### src/rtl/alu_sequencer.sv
// Multi-cycle ALU sequencer: reads two registers, executes one op, writes the result back.
// Each instruction moves through IDLE -> READ -> EXEC -> WRITE, one cycle per state.
module alu_sequencer #(
  parameter int unsigned DATA_W = 8,
  parameter int unsigned ADDR_W = 3
) (
  input  logic              clk,
  input  logic              rst_n,
  input  logic              in_valid,
  output logic              in_ready,
  input  logic [2:0]        op,
  input  logic [ADDR_W-1:0] dst,
  input  logic [ADDR_W-1:0] src1,
  input  logic [ADDR_W-1:0] src2,
  input  logic [DATA_W-1:0] imm,
  output logic [ADDR_W-1:0] ra1,
  output logic [ADDR_W-1:0] ra2,
  input  logic [DATA_W-1:0] rd1,
  input  logic [DATA_W-1:0] rd2,
  output logic              we3,
  output logic [ADDR_W-1:0] wa3,
  output logic [DATA_W-1:0] wd3,
  output logic              done,
  output logic              zero,
  output logic              carry
);

  typedef enum logic [1:0] {StIdle, StRead, StExec, StWrite} state_e;

  state_e              state_q, state_d;
  logic [2:0]          op_q;
  logic [ADDR_W-1:0]   dst_q, ra1_q, ra2_q;
  logic [DATA_W-1:0]   imm_q, a_q, b_q, res_q, res_d;
  logic                zero_q, carry_q, carry_d;
  logic                accept;

  assign accept = in_valid && (state_q == StIdle);

  always_comb begin
    state_d = state_q;
    unique case (state_q)
      StIdle:  if (accept) state_d = StRead;
      StRead:  state_d = StExec;
      StExec:  state_d = StWrite;
      StWrite: state_d = StIdle;
      default: state_d = StIdle;
    endcase
  end

  always_comb begin
    res_d   = '0;
    carry_d = 1'b0;
    case (op_q)
      3'b000: {carry_d, res_d} = {1'b0, a_q} + {1'b0, b_q};
      3'b001: begin
        res_d   = a_q - b_q;
        carry_d = (a_q < b_q);
      end
      3'b010: res_d = a_q & b_q;
      3'b011: res_d = a_q | b_q;
      3'b100: res_d = a_q ^ b_q;
      3'b101: begin
        res_d   = {a_q[DATA_W-2:0], 1'b0};
        carry_d = a_q[DATA_W-1];
      end
      3'b110: begin
        res_d   = {1'b0, a_q[DATA_W-1:1]};
        carry_d = a_q[0];
      end
      default: res_d = imm_q;
    endcase
  end

  always_ff @(posedge clk or negedge rst_n) begin
    if (!rst_n) begin
      state_q <= StIdle;
      op_q    <= '0;
      dst_q   <= '0;
      imm_q   <= '0;
      ra1_q   <= '0;
      ra2_q   <= '0;
      a_q     <= '0;
      b_q     <= '0;
      res_q   <= '0;
      zero_q  <= 1'b0;
      carry_q <= 1'b0;
    end else begin
      state_q <= state_d;
      if (accept) begin
        op_q  <= op;
        dst_q <= dst;
        imm_q <= imm;
        ra1_q <= src1;
        ra2_q <= src2;
      end
      // Operands are captured before WRITE, so dst may alias a source.
      if (state_q == StRead) begin
        a_q <= rd1;
        b_q <= rd2;
      end
      if (state_q == StExec) begin
        res_q   <= res_d;
        zero_q  <= (res_d == '0);
        carry_q <= carry_d;
      end
    end
  end

  assign in_ready = (state_q == StIdle);
  assign we3      = (state_q == StWrite);
  assign done     = (state_q == StWrite);
  assign ra1      = ra1_q;
  assign ra2      = ra2_q;
  assign wa3      = dst_q;
  assign wd3      = res_q;
  assign zero     = zero_q;
  assign carry    = carry_q;

endmodule

### config.mk
export PLATFORM = sky130hd
export DESIGN_NAME = alu_sequencer
export DESIGN_NICKNAME = d
export VERILOG_FILES = /design/src/rtl/alu_sequencer.sv
export SDC_FILE = /design/constraint.sdc
export NUM_CORES = 1
export LEC_CHECK = 0
export BUFFER_PORTS_ARGS = -buffer_cell sky130_fd_sc_hd__buf_2
export CORE_MARGIN = 10
export CORE_UTILIZATION = 60
export CTS_CLUSTER_DIAMETER = 100
export DETAILED_ROUTE_END_ITERATION = 8
export GPL_ROUTABILITY_DRIVEN = 0
export HOLD_SLACK_MARGIN = 0.05
export PLACE_DENSITY = 0.87
export SYNTH_ARGS = -nofsm -noshare
export SYNTH_HDL_FRONTEND = slang
export SYNTH_SLANG_ARGS = --single-unit
### constraint.sdc
create_clock -name clk -period 6 [get_ports clk]
set_input_delay 1.2 -clock clk [delete_from_list [all_inputs] [get_ports clk]]
set_output_delay 1.2 -clock clk [all_outputs]
set_load 0.02 [all_outputs]
==> results.tsv <==
metric	value	unit
run_status	completed	
maxCapViolations	0	
antennaDiodeCount	0	
crit_arrival	2.88	ns
htree_num_levels	2	
report.final.slew_viol_count	0	
routed_wl	7600	um
async_flop_share	100	%
cellPowerDensity	672	nW/um^2
synthCells	332	
tritoncts	done	
drcViolationCount	0	
postCtsSetupBuffers	0	
finish.net_count	453	
regArea	1200	um^2
synth-seq-cells	48	
grt_overflow_total	0	
ctsResizeCount	0	
postRouteAntennaNets	0	
fin_crit	2.67	ns
yosysMostFrequentCell	dfrtp_1	
fin_area	3580	um^2
wl_per_cell	16.7	um
hp-start	wd3[5]	
portBuffers	60	
critPathLaunch	a_q[0]	
grt_max_degree	49	
worst_ep_required_time	6.20	ns
postPlaceCellArea	3450	um^2
grt_pass1_vias	2724	
start_util	61.5	%
tns	0	ns
finalHoldViolCount	0	
die_y	92.3	um
yosysWarnings	0	
die_width	92.3	um
pin_count	61	
synth.cell_area	3140	um^2
start_kind	register	
max_freq	0.374	GHz
cts_sinks	48	
rsz0062_at_grt	false	
yosysUniqueCellTypes	49	
nFillCells	409	
clk_pin_slew	0.10	ns
ir_drop	368	uV
timing.rr.start	a_q[0]	
drive_gt1_share	27.1	%
finalCritPeriodShare	44.5	%
synthTopCellsByCount	48 x dfrtp_1, 34 x nand2_1, 31 x o21ai_0	
ys.flop_type	dfrtp_1	
cts.path.max_buffers	2	
yosys-top-cells-area	dfrtp_1 38%, ha_1 12%, mux2_2 9.7%	
cts-root-buf	clkbuf_8	
dpl.hpwl	5650	um
synth_edf_count	0	
clock_latency	0.30	ns
cts_hold_buf	0	
max-slew-margin-rel	29.4	%
leakage	1.70	nW
syn_avg_cell_area	9.46	um^2
critPathCaptureType	register	
cts_buffers	5	
yosysSeqAreaShare	38.2	%
synth_top_area_share	38.2	%
drt_iter0_drc	295	
path_class	register to register	
critPathMaxFanout	4	
dieArea	8530	um^2
skew	0.0115	ns
first_pass_iters	5	
area_growth	14.1	%
grt_pass1_wl	12800	um
tightest_slew	1.06	ns
antenna_found_initial	0	
finalSetupViolations	0	
fp-row-count	26	
vias_per_cell	5.79	
syn-num-nets	402	
yosysTopAreaCell	dfrtp_1	
multi_input_area	1750	um^2
hp-class	register to register	
coreArea	5110	um^2
vias	2627	
grt.total_usage	17.8	%
-- report_power, final --
part           leakage, nW  internal, mW  switching (mW)
sequential           0.576         0.489           0.156
combinational         1.05         0.614           0.866
clock               0.0687         0.168           0.115
total                 1.70          1.27            1.14
-- cell type report --
type / instances / share of cell area, %
clock inverters: 3 / 1.92
inverters: 28 / 2.93
flip-flops and latches: 48 / 33.5
well taps: 70 / 2.44
clock buffers: 5 / 1.92
repair buffers: 61 / 8.59
multi-input cells: 239 / 48.7
-- routing by layer --
metal	vias up	track usage (%)	routed length [um]
met5	-	0	0
met4	0	4.11	117
met3	15	4.84	571
met2	112	30.5	3760
met1	1251	21.9	3150
li1	1249	-	-
-- sequential cells by signal, summed over array words and instances, names as in the netlist --
register and cells:
carry 1, state_q 2, zero 1, ra1 3
ra2 3, wd3 8, b_q 8, op_q 3
imm_q 8, wa3 3, a_q 8
-- cell families after synthesis --
logic type               count (synthesis)  share of synthesized area [%]
multiplexers                            30                           11.4
XOR/XNOR                                 4                           1.12
AO/OA/AOI/OAI                           90                           18.3
flip-flops                              48                           38.2
buffers and inverters                   45                           6.18
AND/OR/NAND/NOR                         84                           11.9
adder cells (fa/ha/maj)                 31                           12.8
-- critical path, stage by stage (launching register included) --
cell	delay, ns
dfrtp_1	0.42
ha_1	0.24
inv_1	0.08
fa_1	0.43
nor2_1	0.17
a21oi_2	0.05
xnor2_1	0.13
mux4_2	0.50
nor3b_2	0.16
nand4_1	0.12
o41ai_2	0.29
-- cell usage in the layout (no fill, tap or decap), types with 4 or more instances in the layout --
master	Yosys	routed
a21oi_1	19	19
o21ai_0	31	31
clkbuf_8	0	5
a211oi_1	5	5
xnor2_1	4	4
mux2_2	27	27
inv_1	28	28
ha_1	29	29
nor2_1	28	28
buf_2	5	60
nand2_1	34	34
o31ai_1	6	6
dfrtp_1	48	48
-- final timing paths --
kind | depth (start not counted) | slack [ns] | to
setup reg to reg | 10 | 3.33 | zero
setup / recovery | 10 | 3.33 | zero
hold reg to reg | 1 | 0.52 | wd3[5]
hold / removal | 1 | 0.52 | wd3[5]
min in group asynchronous | 1 | 1.07 | b_q[2]
max in group asynchronous | 1 | 4.26 | b_q[0]
-- per-stage QoR --
| step | hold slack [ns] | setup WS, ns | total power [mW] | util (%) | cells |
|---|---|---|---|---|---|
| after global routing | 0.535 | 3.14 | 2.61 | 70.2 | 454 |
| after floorplan | 0.474 | 3.66 | 1.74 | - | 332 |
| after CTS | 0.519 | 3.33 | 2.40 | 70.2 | 454 |
| after detailed placement | 0.492 | 3.38 | 2.10 | 67.5 | 446 |
| final | 0.517 | 3.33 | 2.41 | 70.2 | 454 |
| after global placement | 0.478 | 3.49 | 2.04 | 67.5 | 446 |
Power figures use the tool's default switching activity.
